`config.mk`:
```
export PLATFORM = sky130hd
export DESIGN_NAME = pll_reset_seq
export DESIGN_NICKNAME = d
export VERILOG_FILES = /design/src/rtl/pll_reset_pkg.sv /design/src/rtl/sync_2ff.sv /design/src/rtl/pll_reset_seq.sv
export SDC_FILE = /design/constraint.sdc
export NUM_CORES = 1
export LEC_CHECK = 0
export CORE_AREA = 2 2 47 49
export DETAILED_ROUTE_END_ITERATION = 6
export DIE_AREA = 0 0 49 51
export GPL_TIMING_DRIVEN = 0
export HOLD_SLACK_MARGIN = 0.1
export PLACE_DENSITY = 0.74
export SLEW_MARGIN = 20
export SYNTH_ARGS = -nofsm -noshare
export SYNTH_HDL_FRONTEND = slang
export SYNTH_SLANG_ARGS = --single-unit
```
`constraint.sdc`:
```
create_clock -name clk -period 2.25 [get_ports clk]
set_clock_uncertainty 0.1 [all_clocks]
set_input_delay 0.225 -clock clk [delete_from_list [all_inputs] [get_ports clk]]
set_output_delay 0.225 -clock clk [all_outputs]
set_load 0.01 [all_outputs]
```
`src/rtl/pll_reset_pkg.sv`:
```
// Shared definitions for the PLL reset sequencer: state encoding, default
// timing constants and the shared-counter width helper.
package pll_reset_pkg;

    typedef enum logic [1:0] {
        WAIT_LOCK = 2'd0,
        STABILIZE = 2'd1,
        RUN       = 2'd2,
        HOLD      = 2'd3
    } state_e;

    localparam int DEF_STABLE_CYCLES = 1024;
    localparam int DEF_GLITCH_CYCLES = 4;
    localparam int DEF_HOLD_CYCLES   = 16;

    // One counter is time-shared between STABILIZE and HOLD, so it is sized for the larger interval.
    function automatic int cnt_width(input int a, input int b);
        int m;
        m = (a > b) ? a : b;
        return $clog2(m + 1);
    endfunction

endpackage

```
`src/rtl/sync_2ff.sv`:
```
// 1-bit two-flop synchronizer with asynchronous active-low reset to 0,
// shared by the asynchronous inputs of this clock domain.
module sync_2ff (
    input  logic clk,
    input  logic rst_n,
    input  logic i_d,
    output logic o_q
);

    logic r_meta;
    logic r_sync;

    always_ff @(posedge clk or negedge rst_n) begin
        if (!rst_n) begin
            r_meta <= 1'b0;
            r_sync <= 1'b0;
        end else begin
            r_meta <= i_d;
            r_sync <= r_meta;
        end
    end

    assign o_q = r_sync;

endmodule

```
`src/rtl/pll_reset_seq.sv`:
```
// Core reset sequencer: releases core_rst_n after PLL lock has been stable,
// filters lock glitches and enforces a minimum reset pulse.
// Optional lock-loss counter enabled by PLL_RESET_SEQ_LOCK_COUNT_EN.
module pll_reset_seq
    import pll_reset_pkg::*;
#(
    parameter int STABLE_CYCLES = DEF_STABLE_CYCLES,
    parameter int GLITCH_CYCLES = DEF_GLITCH_CYCLES,
    parameter int HOLD_CYCLES   = DEF_HOLD_CYCLES
) (
    input  logic       clk,
    input  logic       rst_n,
    input  logic       locked,
    input  logic       soft_rst_req,
    output logic       core_rst_n,
    output logic       ready,
    output logic [7:0] lock_loss_count
);

    localparam int CW = cnt_width(STABLE_CYCLES, HOLD_CYCLES);
    localparam int GW = $clog2(GLITCH_CYCLES + 1);
    localparam logic [CW-1:0] STABLE_LAST = CW'(STABLE_CYCLES - 1);
    localparam logic [CW-1:0] HOLD_LAST   = CW'(HOLD_CYCLES - 1);
    localparam logic [GW-1:0] GLITCH_LAST = GW'(GLITCH_CYCLES - 1);

    logic          w_locked_s;
    state_e        r_state;
    state_e        w_next;
    logic [CW-1:0] r_cnt;
    logic [CW-1:0] w_cnt_next;
    logic [GW-1:0] r_glitch;
    logic [GW-1:0] w_glitch_next;
    logic          w_loss;
    logic          r_core_rst_n;
    logic          r_ready;

    sync_2ff u_lock_sync (
        .clk   (clk),
        .rst_n (rst_n),
        .i_d   (locked),
        .o_q   (w_locked_s)
    );

    always_comb begin
        w_next        = r_state;
        w_cnt_next    = '0;
        w_glitch_next = '0;
        w_loss        = 1'b0;
        case (r_state)
            WAIT_LOCK: begin
                if (soft_rst_req)
                    w_next = HOLD;
                else if (w_locked_s)
                    w_next = STABILIZE;
            end
            STABILIZE: begin
                if (soft_rst_req)
                    w_next = HOLD;
                else if (!w_locked_s)
                    w_next = WAIT_LOCK;
                else if (r_cnt == STABLE_LAST)
                    w_next = RUN;
                else
                    w_cnt_next = r_cnt + 1'b1;
            end
            RUN: begin
                if (!w_locked_s) begin
                    if (r_glitch == GLITCH_LAST)
                        w_loss = 1'b1;
                    else
                        w_glitch_next = r_glitch + 1'b1;
                end
                // Lock loss takes precedence so a coincident soft request still gets counted.
                if (w_loss || soft_rst_req) begin
                    w_next        = HOLD;
                    w_glitch_next = '0;
                end
            end
            HOLD: begin
                if (soft_rst_req)
                    w_cnt_next = '0;
                else if (r_cnt == HOLD_LAST)
                    w_next = WAIT_LOCK;
                else
                    w_cnt_next = r_cnt + 1'b1;
            end
            default: w_next = WAIT_LOCK;
        endcase
    end

    // Outputs are registered from next-state so they switch on the same edge as the state.
    always_ff @(posedge clk or negedge rst_n) begin
        if (!rst_n) begin
            r_state      <= WAIT_LOCK;
            r_cnt        <= '0;
            r_glitch     <= '0;
            r_core_rst_n <= 1'b0;
            r_ready      <= 1'b0;
        end else begin
            r_state      <= w_next;
            r_cnt        <= w_cnt_next;
            r_glitch     <= w_glitch_next;
            r_core_rst_n <= (w_next == RUN);
            r_ready      <= (w_next == RUN);
        end
    end

    assign core_rst_n = r_core_rst_n;
    assign ready      = r_ready;

`ifdef PLL_RESET_SEQ_LOCK_COUNT_EN
    logic [7:0] r_loss_count;

    always_ff @(posedge clk or negedge rst_n) begin
        if (!rst_n)
            r_loss_count <= 8'd0;
        else if (w_loss && (r_loss_count != 8'hFF))
            r_loss_count <= r_loss_count + 8'd1;
    end

    assign lock_loss_count = r_loss_count;
`else
    assign lock_loss_count = 8'd0;
`endif

endmodule
```
==> results of run 1 <==
logic make-up (layout without fill, tap and decap cells):
| group | after synthesis | count (layout) | share of synthesized area (%) |
|---|---|---|---|
| xor+xnor | 8 | 8 | 7.080 |
| flops | 19 | 19 | 48.04 |
| simple gates | 42 | 42 | 25.41 |
| mux | 1 | 1 | 1.011 |
| compound gates | 9 | 9 | 8.344 |
| other cells | 1 | 8 | 0.3789 |
| fa+ha+maj | 2 | 2 | 2.528 |
| buf+inv | 10 | 19 | 7.205 |
synthesized netlist by cell type, drive strengths merged:
cell type   n
a21o        1
a21oi       1
a2bb2oi     1
a311o       1
and2        2
and4        3
buf         9
conb        1
dfrtp      19
ha          2
inv         1
mux2i       1
nand2       5
nand3       4
nand4       2
nand4b      1
nor2       10
nor2b       5
nor3        3
nor3b       3
o21a        1
o21ai       2
o21bai      2
or2         1
or3         1
or4         2
xnor2       1
xor2        7
metal layers:
layer  share of wire [%]  GRT usage, %
met5                   0             0
met2                  48         23.52
met3                 2.3         1.754
met4                 2.1         10.95
met1                  47         17.56
layout make-up:
cell class | instances | area share [%]
Buffer | 9 | 5.993
Clock buffer | 4 | 2.331
Inverter | 1 | 0.3330
Multi-Input combinational cell | 70 | 41.62
Sequential cell | 19 | 42.18
Tap cell | 28 | 3.108
Timing Repair Buffer | 5 | 4.440
final timing paths:
path / start / end / slack (ns) / cells past startpoint
max: r_cnt[4]$_DFF_PN0_ / r_cnt[0]$_DFF_PN0_ / 0.41 / 4
min: u_lock_sync.r_meta$_DFF_PN0_ / u_lock_sync.o_q$_DFF_PN0_ / 0.27 / 0
max reg2reg: r_cnt[4]$_DFF_PN0_ / r_cnt[0]$_DFF_PN0_ / 0.41 / 4
min reg2reg: u_lock_sync.r_meta$_DFF_PN0_ / u_lock_sync.o_q$_DFF_PN0_ / 0.27 / 0
max in group asynchronous: rst_n / u_lock_sync.o_q$_DFF_PN0_ / 1.24 / 1
min in group asynchronous: rst_n / r_cnt[9]$_DFF_PN0_ / 0.30 / 1
registers in the layout (all words and copies together) (netlist names):
signal	count
r_cnt	11
r_glitch	3
r_state	2
ready	1
u_lock_sync.o_q	1
u_lock_sync.r_meta	1
worst reg2reg max path, delay by kind of cell, from the launching register on:
kind | cells | cell delay [ns]
compound gates | 1 | 0.26
flops | 1 | 0.46
simple gates | 3 | 0.91
layout by cell type (no fill, tap or decap), types with 2 or more instances in the layout:
cell type	count
and2_1	2
and4_1	2
buf_4	9
clkbuf_4	3
clkdlybuf4s50_1	5
conb_1	8
dfrtp_1	19
ha_1	2
nand2_1	5
nand3_1	4
nand4_1	2
nor2_1	9
nor2b_1	5
nor3_1	2
nor3b_1	3
o21ai_0	2
o21bai_1	2
xor2_1	7
metrics by stage:
step / area [sq um] / setup WS, ns / std cells / power, mW / utilization, %
final: 1127 / 0.4075 / 136 / 0.5725 / 54.64
after global routing: 1127 / 0.3106 / 136 / 0.5967 / 54.64
after CTS: 1127 / 0.3859 / 136 / 0.5793 / 54.64
after detailed placement: 1101 / 0.4123 / 132 / 0.4084 / 53.37
after global placement: 1101 / 0.4250 / 132 / 0.4078 / 53.37
after floorplan: 1016 / 0.5415 / 99 / 0.3917 / -
power groups by stage:
stage                     Sequential [mW]  Clock [mW]  Combinational [mW]
after floorplan                     0.359           0              0.0331
after CTS                           0.353       0.177              0.0490
after global routing                0.354       0.188              0.0549
after detailed placement            0.360           0              0.0486
final                               0.353       0.171              0.0488
after global placement              0.359           0              0.0485
==> out/results.ini, run 1 <==
[pwr]
p_clk_share_pct=29.8
power_frac_comb_pct=8.5
p_leak_nw=0.5353
power.internal_mw=0.4410
p_switching_mw=0.1315
pwr-share-seq_pct=61.7
ir_drop_mv=0.3033
p_sw_share_pct=22.96
pwr_density_cell_nw_per_um2=507.8

[timing]
fin_crit_sh_pct=81.89
setup_violations=0
rsz0062_at_grt=no
finalMaxSlewViolations=0
final.min_clock_period_ns=1.842
worst_slew_pin_slew_ns=0.8324
max_slew_margin_pct=44.33
fin_setup_tns_ns=0
hold_viol_final=0
fmax_mhz=542.7
whs_ns=0.2739

[grt]
grt_pass1_wl_microns=2697
grt_antenna_before_repair=0
grt_usage_pct=14.40
grt_max_degree=20
grt_pass1_vias=665
grt_overflow_total=0

[routing]
dr_total_vias=676
wl_per_cell_microns=10.75
dr.pass1.iters=4
ant_nets=0
drtIter0Drc=5
drc=0
routed_wl_microns=1462
routed_via_density=4.971

[setup_path]
cp.required_ns=2.33
critPathKind=reg -> reg
crit_family=simple AND/OR/NAND/NOR gates
path_cells=or4_4 > nor3_4 > a2bb2oi_4 > nor3b_1
end_kind=flip-flop
start_kind=flip-flop
critical_path.max_stage_delay_ns=0.57
cp_num_buf_inv=0
crit_path_max_fanout=8
cpMaxStageDelayCell=or4_4
crit_arrival_ns=1.92

[final_layout]
register_area_sq_um=475.5
multi_input_area_sq_um=469.2
n_antenna_cell=0
area_growth_pct=13.91
final_layout_size_suffix_gt1_share_pct=17.59
nNetsFinal=115
fillCellCount=189

[hold_path]
hold_class=reg -> reg

[clocking]
cts_hold_buf=0
htree_levels=1
cts_tree=yes
clock_latency_ns=0.30
post_cts_buffers=0
numCtsBuffers=3
root_buffer=clkbuf_4
cts.sinks=19
path_clk_slew_ns=0.11
clockBufferDepth=2
post_cts_resized=0

[floorplan]
core_area_sq_um=2063
initial_core_util_pct=47.97
die_h_microns=51
die-area_sq_um=2499
die_w_microns=49
pin_count=14
placementRows=17

[placed_design]
dp_hpwl_microns=1089
port_buffers=5
globalplace.congestion=0.6900

[synthesis]
ys_top_cells_by_area=dfrtp_1 48%, buf_4 6.8%, xor2_1 6.2%
synth_cell_type_count=32
syn_avg_cell_area_sq_um=10.76
synthesis.area_sq_um=989.7
yosys_warnings=0
ys_seq_area_share_pct=48.04
synth_top_area_share_pct=48.04
synth_seq_cells=19
synth.largest_area_cell=dfrtp_1
syn_inst=92

[status]
status=complete, no violations

[flow_run]
drv_cap=0

Note: power is estimated with default switching activity, not from simulation.
==> inputs of run 2 (changes only) <==
--- a/config.mk
+++ b/config.mk
@@ -5,12 +5,12 @@
 export SDC_FILE = /design/constraint.sdc
 export NUM_CORES = 1
 export LEC_CHECK = 0
-export CORE_AREA = 2 2 47 49
+export CORE_AREA = 2 2 49 51
 export DETAILED_ROUTE_END_ITERATION = 6
-export DIE_AREA = 0 0 49 51
+export DIE_AREA = 0 0 51 53
 export GPL_TIMING_DRIVEN = 0
 export HOLD_SLACK_MARGIN = 0.1
-export PLACE_DENSITY = 0.74
+export PLACE_DENSITY = 0.71
 export SLEW_MARGIN = 20
 export SYNTH_ARGS = -nofsm -noshare
 export SYNTH_HDL_FRONTEND = slang
==> constraint.sdc (replaced) <==
create_clock -name clk -period 1.5 [get_ports clk]
set_clock_uncertainty 0.1 [all_clocks]
set_input_delay 0.15 -clock clk [delete_from_list [all_inputs] [get_ports clk]]
set_output_delay 0.15 -clock clk [all_outputs]
set_load 0.01 [all_outputs]
==> run 2 against run 1 <==
- cell area increased by 2.0%
- die area increased by 8.2%
- the flow now finishes with violations (setup timing)
- non-clock buffer count increased by 3
- largest power group unchanged
- cell count increased by 2.2%
==> out/results.ini, run 2 (synthesis gave the netlist of run 1 again) <==
[final_layout]
fillCellCount=195  ; +3.2%
final_util_pct=53.52  ; -1.1 points
final_layout_size_suffix_gt1_share_pct=20.72  ; +3.1 points
design_area_sq_um=1150  ; +2.0%
nNetsFinal=118  ; +2.6%
reg_top3=r_cnt (11), r_glitch (3), r_state (2)
n_antenna_cell=0  ; unchanged
largest_register=r_cnt
largest_register_ffs=11  ; unchanged
area_growth_pct=16.18
mostFrequentLayoutCell=dfrtp_1
layout_common_cells=18 x dfrtp_1, 12 x buf_4, 9 x nor2_1

[clocking]
path_clk_slew_ns=0.11  ; about the same
numCtsBuffers=3  ; unchanged
cts_hold_buf=0  ; unchanged
htree_levels=1  ; unchanged
root_buffer=clkbuf_4
cts_tree=yes
clockBufferDepth=2  ; unchanged
cts.sinks=19  ; unchanged
clock_latency_ns=0.29  ; about the same

[floorplan]
placementRows=17  ; unchanged
die_h_microns=53  ; +3.9%
die_w_microns=51  ; +4.1%
initial_core_util_pct=46.07  ; -1.9 points
pin_count=14  ; unchanged
die-area_sq_um=2703  ; +8.2%
core_area_sq_um=2148  ; +4.1%

[timing]
postLayoutSetupSlackWorst_ns=-0.3452  ; -0.7527 ns
finalMaxSlewViolations=0  ; unchanged
fin_crit_sh_pct=123.0  ; +41 points
hold_viol_final=0  ; unchanged
fin_setup_tns_ns=-3.692  ; -3.692 ns
fmax_mhz=541.9  ; -0.15%
final.min_clock_period_ns=1.845  ; +0.002728 ns
max_slew_margin_pct=46.13  ; +1.8 points
setup_violations=14  ; +14
rsz0062_at_grt=yes
worst_slew_pin_slew_ns=0.8055  ; -0.02695 ns

[setup_path]
cp.required_ns=1.58  ; -0.75 ns
r2r_cells=4  ; unchanged
cpMaxStageDelayCell=or4_4
start_kind=flip-flop
crit_path_max_fanout=5  ; -3
critical_path.max_stage_delay_ns=0.54  ; -0.03 ns
end_kind=flip-flop
r2r_setup_slack_ns=-0.35  ; -0.75 ns
critPathKind=reg -> reg
crit_arrival_ns=1.92  ; about the same
path_cells=or4_4 > nor3_4 > nor2_2 > a311o_1

[grt]
grt_pass1_wl_microns=2697  ; unchanged
grt_overflow_total=0  ; unchanged
busiest_layer=met2
grt_usage_pct=13.46  ; -0.93 points
met2_usage_pct=24.24  ; +0.73 points
grtUsageMet1_pct=15.70  ; -1.9 points
grt_max_degree=20  ; unchanged
grt_antenna_before_repair=0  ; unchanged
grtUsageMet3_pct=1.695  ; -0.059 points
grt_pass1_vias=637  ; -4.2%

[pwr]
fin_total_pwr_mw=0.8638  ; +51%
ir_drop_mv=0.5445  ; +80%
pwr_density_cell_nw_per_um2=751.3  ; +48%
p_leak_nw=0.5500  ; +2.8%

[routing]
drc=0  ; unchanged
ant_nets=0  ; unchanged
dr_total_vias=688  ; +1.8%
wl_per_cell_microns=11.31  ; +5.2%
dr.pass1.iters=2  ; -2
drtIter0Drc=3  ; -2
routed_via_density=4.950  ; -0.42%
routed_wl_microns=1572  ; +7.5%

[status]
violations=setup timing
status=complete, but fails checks

[hold_path]
min_path_cells=1  ; +1
hold_class=in -> reg

[placed_design]
port_buffers=5  ; unchanged
dp_hpwl_microns=1120  ; +2.8%
pre_cts_slack_ns=-0.3427  ; -0.7550 ns
post_dp_cell_area_sq_um=1101  ; unchanged
globalplace.congestion=0.7068  ; +2.4%

[flow_run]
drv_cap=0  ; unchanged

-- run 2: cell count changes in the layout (fill, tap and decap cells not counted) --
cell / delta
buf_4: +3
clkdlybuf4s50_1: -1
dfrtp_1: -1
dfrtp_2: +1
dlygate4sd2_1: +1
o21ai_0: -1
o21ai_1: +1
-- run 2: worst max-delay path: cells and delay by family (launching register included) --
family          cells  cell delay, ns
compound gates      1            0.32
flops               1            0.43
simple gates        3            0.87
-- run 2: worst paths after layout --
check,from,endpoint
worst max-delay path,r_cnt[4]$_DFF_PN0_,r_state[0]$_DFF_PN0_
worst min register to register,u_lock_sync.r_meta$_DFF_PN0_,u_lock_sync.o_q$_DFF_PN0_
worst max register to register,r_cnt[4]$_DFF_PN0_,r_state[0]$_DFF_PN0_
min in group asynchronous,rst_n,r_cnt[4]$_DFF_PN0_
max in group asynchronous,rst_n,r_cnt[4]$_DFF_PN0_
worst min-delay path,locked,u_lock_sync.r_meta$_DFF_PN0_
-- run 2: metal layers --
metal | up-vias | share of wire [%]
met4 | 0 | 0.70
met1 | 337 | 45
li1 | 341 | -
met3 | 2 | 2.5
met5 | - | 0
met2 | 8 | 51
-- run 2: final cells by class --
cell class / instances / area, sq um / share of cell area [%]
Sequential cell: 19 / 476.7 / 41.46
Multi-Input combinational cell: 70 / 469.2 / 40.81
Timing Repair Buffer: 8 / 71.32 / 6.202
Buffer: 9 / 67.56 / 5.876
Tap cell: 28 / 35.03 / 3.047
Clock buffer: 4 / 26.28 / 2.285
Inverter: 1 / 3.754 / 0.3264
-- run 2: repair_timing --
action	CTS	global route
buffers inserted	3	0
resized for setup	3	0
setup endpoints to repair	15	14
pin swaps	6	7
-- run 2: report_power, final --
part           leakage, nW  switching [mW]  internal, mW  total [mW]
registers            0.246         0.00736         0.522       0.529
logic                0.289          0.0386        0.0387      0.0773
clock network       0.0150           0.154         0.103       0.258
total                0.550           0.200         0.664       0.864
-- run 2: per-stage QoR --
stage | instances | hold WS (ns)
final | 139 | 0.1944
after CTS | 139 | 0.1818
after detailed placement | 132 | 0.2381
after global routing | 139 | 0.2047
after floorplan | 99 | -0.2456
after global placement | 132 | 0.2327
==> inputs of run 3 (changes only) <==
--- a/config.mk
+++ b/config.mk
@@ -10,8 +10,9 @@
 export DIE_AREA = 0 0 51 53
 export GPL_TIMING_DRIVEN = 0
 export HOLD_SLACK_MARGIN = 0.1
-export PLACE_DENSITY = 0.71
+export PLACE_DENSITY = 0.72
 export SLEW_MARGIN = 20
 export SYNTH_ARGS = -nofsm -noshare
 export SYNTH_HDL_FRONTEND = slang
+export SYNTH_HIERARCHICAL = 1
 export SYNTH_SLANG_ARGS = --single-unit
==> run 3 against run 2 <==
- the flow still finishes with violations (setup timing)
- total power is essentially flat
- critical endpoint is now r_cnt[3]$_DFF_PN0_
- worst setup slack gained 0.20 ns
- non-clock buffer count is the same
- core utilization grew 3.6 points
- count of clock-buffer cells in the layout shrank 1
- sequential share of layout area shrank 2.6 points
- die area is the same
==> out/results.ini, run 3 <==
[status]
status=complete, but fails checks
violations=setup timing

[synthesis]
synthesis.area_sq_um=991.0  ; +0.13%
ys_seq_area_share_pct=47.98  ; -0.061 points
synth_top_area_share_pct=47.98  ; -0.061 points
syn_inst=96  ; +4.3%
syn_avg_cell_area_sq_um=10.32  ; -4.0%
synth_edf_count=0  ; unchanged
ys_top_cells_by_area=dfrtp_1 48%, buf_4 6.8%, nor2_1 5.3%
synth_flop_cell=dfrtp_1
yosys_warnings=6  ; +6
ys_top_cells_by_count=19 x dfrtp_1, 14 x nor2_1, 9 x buf_4
synth.largest_area_cell=dfrtp_1
synth_seq_cells=19  ; unchanged
synth_cell_type_count=31  ; -3.1%
yosysMostFrequentCell=dfrtp_1
async_flop_share_pct=100.0  ; unchanged

[pwr]
p_leak_nw=0.5499  ; about the same
fin_total_pwr_mw=0.8638  ; about the same
pwr_density_cell_nw_per_um2=703.7  ; -6.3%
ir_drop_mv=0.6469  ; +19%

[flow_run]
drv_cap=0  ; unchanged

[timing]
finalMaxSlewViolations=0  ; unchanged
max_slew_margin_pct=44.31  ; -1.8 points
worst_slew_pin_slew_ns=0.8327  ; +0.02720 ns
hold_viol_final=0  ; unchanged
fin_setup_tns_ns=-1.164  ; +2.529 ns
setup_violations=10  ; -4
postLayoutSetupSlackWorst_ns=-0.1424  ; +0.2028 ns
whs_ns=0.1848  ; -0.009596 ns
fmax_mhz=608.9  ; +12%
fin_crit_sh_pct=109.5  ; -14 points
final.min_clock_period_ns=1.642  ; -0.2028 ns
rsz0062_at_grt=yes

[setup_path]
worstSetupStartpoint=r_cnt[1]$_DFF_PN0_
start_kind=flip-flop
cpMaxStageDelayCell=dfrtp_1
end_kind=flip-flop
crit_path_max_fanout=8  ; +3
cp.required_ns=1.58  ; about the same
critical_path.max_stage_delay_ns=0.41  ; -0.13 ns
crit_arrival_ns=1.72  ; -0.20 ns
critPathKind=reg -> reg
r2r-start=r_cnt[1]$_DFF_PN0_
path_cells=ha_4 > nand4_1 > o31ai_4 > a2bb2oi_4 > nor2_1

[routing]
routed_via_density=4.895  ; -1.1%
highest_layer=met4
drc=0  ; unchanged
wl_met1_microns=812  ; +14%
dr_wl_met3_microns=62  ; +55%
drtIter0Drc=7  ; +4
ant_nets=0  ; unchanged
routed_wl_microns=1656  ; +5.3%
dr.pass1.iters=4  ; +2
dr_total_vias=700  ; +1.7%
wl_per_cell_microns=11.58  ; +2.4%
route.met2.wl_microns=769  ; -4.4%

[placed_design]
post_dp_cell_area_sq_um=1105  ; +0.34%
globalplace.congestion=0.7412  ; +4.9%
port_buffers=5  ; unchanged
dp_hpwl_microns=1132  ; +1.2%
dp_cells=136  ; +3.0%

[clocking]
path_clk_slew_ns=0.11  ; about the same
htree_levels=1  ; unchanged
cts_hold_buf=0  ; unchanged
cts.sinks=19  ; unchanged
root_buffer=clkbuf_4
numCtsBuffers=3  ; unchanged
cts_tree=yes
clock_latency_ns=0.29  ; about the same
clockBufferDepth=2  ; unchanged

[grt]
grt_pass1_vias=610  ; -4.2%
grt_overflow_total=0  ; unchanged
grt_usage_pct=13.16  ; -0.31 points
grt_antenna_before_repair=0  ; unchanged
grt_max_degree=20  ; unchanged
grt_pass1_wl_microns=2684  ; -0.48%

[final_layout]
final_layout_size_suffix_gt1_share_pct=27.83  ; +7.1 points
area_growth_pct=23.86
design_area_sq_um=1227  ; +6.7%
finalNonFillerCells=143  ; +2.9%
nNetsFinal=122  ; +3.4%
largest_register_ffs=11  ; unchanged
mostFrequentLayoutCell=dfrtp_1
reg_top3=r_cnt (11), r_glitch (3), r_state (2)
largest_register=r_cnt
layout_common_cells=18 x dfrtp_1, 14 x nor2_1, 12 x buf_4
n_antenna_cell=0  ; unchanged

[floorplan]
placementRows=17  ; unchanged
die-area_sq_um=2703  ; unchanged
die_h_microns=53  ; unchanged
core_area_sq_um=2148  ; unchanged
initial_core_util_pct=46.13  ; +0.058 points
die_w_microns=51  ; unchanged
pin_count=14  ; unchanged

[hold_path]
hp-start=locked
hold_class=in -> reg

## run 3: changes by cell type after synthesis, moves of 3 or more
cell / delta
inv_1: +3
nor2_1: +5
xor2_1: -4
xnor2_1: +4
nor2b_1: -4
nor3_1: +3
## run 3: power breakdown
| group | switching (mW) | total, mW | internal (mW) |
|---|---|---|---|
| Clock | 0.153 | 0.252 | 0.0990 |
| Combinational | 0.0395 | 0.0803 | 0.0408 |
| Sequential | 0.00950 | 0.531 | 0.522 |
| Total | 0.202 | 0.864 | 0.661 |
## run 3: critical path, delay by kind of cell (launching register included)
family / cells / cell delay, ns
AOI/OAI and AO/OA: 2 / 0.58
DFF: 1 / 0.41
and+or+nand+nor: 2 / 0.28
adders and majority gates: 1 / 0.16
## run 3: path summary, 6_finish.rpt
| kind | to | slack (ns) | cells after the start |
|---|---|---|---|
| hold / removal | u_lock_sync/r_meta$_DFF_PN0_ | 0.18 | 1 |
| min in group asynchronous | ready$_DFF_PN0_ | 0.23 | 1 |
| max in group asynchronous | r_cnt[10]$_DFF_PN0_ | 0.51 | 1 |
| setup reg to reg | r_cnt[3]$_DFF_PN0_ | -0.14 | 5 |
| hold reg to reg | u_lock_sync/o_q$_DFF_PN0_ | 0.26 | 0 |
| setup / recovery | r_cnt[3]$_DFF_PN0_ | -0.14 | 5 |
## run 3: final cells by class
type                       count  area, sq um
timing repair buffer           8        71.32
tap                           28        35.03
inverter                       4        15.01
multi-input combinational     71        534.3
clock inverter                 1        5.005
fill                         176        920.9
clock buffer                   3        22.52
buffer                         9        67.56
sequential                    19        476.7
## run 3: logic make-up (layout without fill, tap and decap cells)
logic type,count (synthesis),in the layout,synth area share (%)
xor+xnor,8,8,7.071
other cells,1,8,0.3784
buf+inv,13,25,8.332
flops,19,19,47.98
fa+ha+maj,2,2,2.525
simple gates,43,43,22.98
compound gates,10,10,10.73
## run 3: through the flow
stage | setup slack (ns) | utilization (%)
2_1_floorplan | -0.05673 | -
3_3_place_gp | -0.2353 | 51.43
3_5_place_dp | -0.2558 | 51.43
4_1_cts | -0.1325 | 55.85
5_1_grt | -0.2235 | 57.13
6_report | -0.1424 | 57.13
## run 3: per-layer routing
layer,vias to the layer above,GRT usage (%)
li1,353,-
met1,330,17.51
met2,15,21.65
met3,2,1.695
met4,0,5.405
met5,-,0
## run 3: what timing repair did
item                                    CTS  global route
gates resized for setup                   8             7
hold endpoints to repair                  0             0
endpoints found under the setup margin   13            14
pin swaps                                11             6
buffers inserted                          3             1
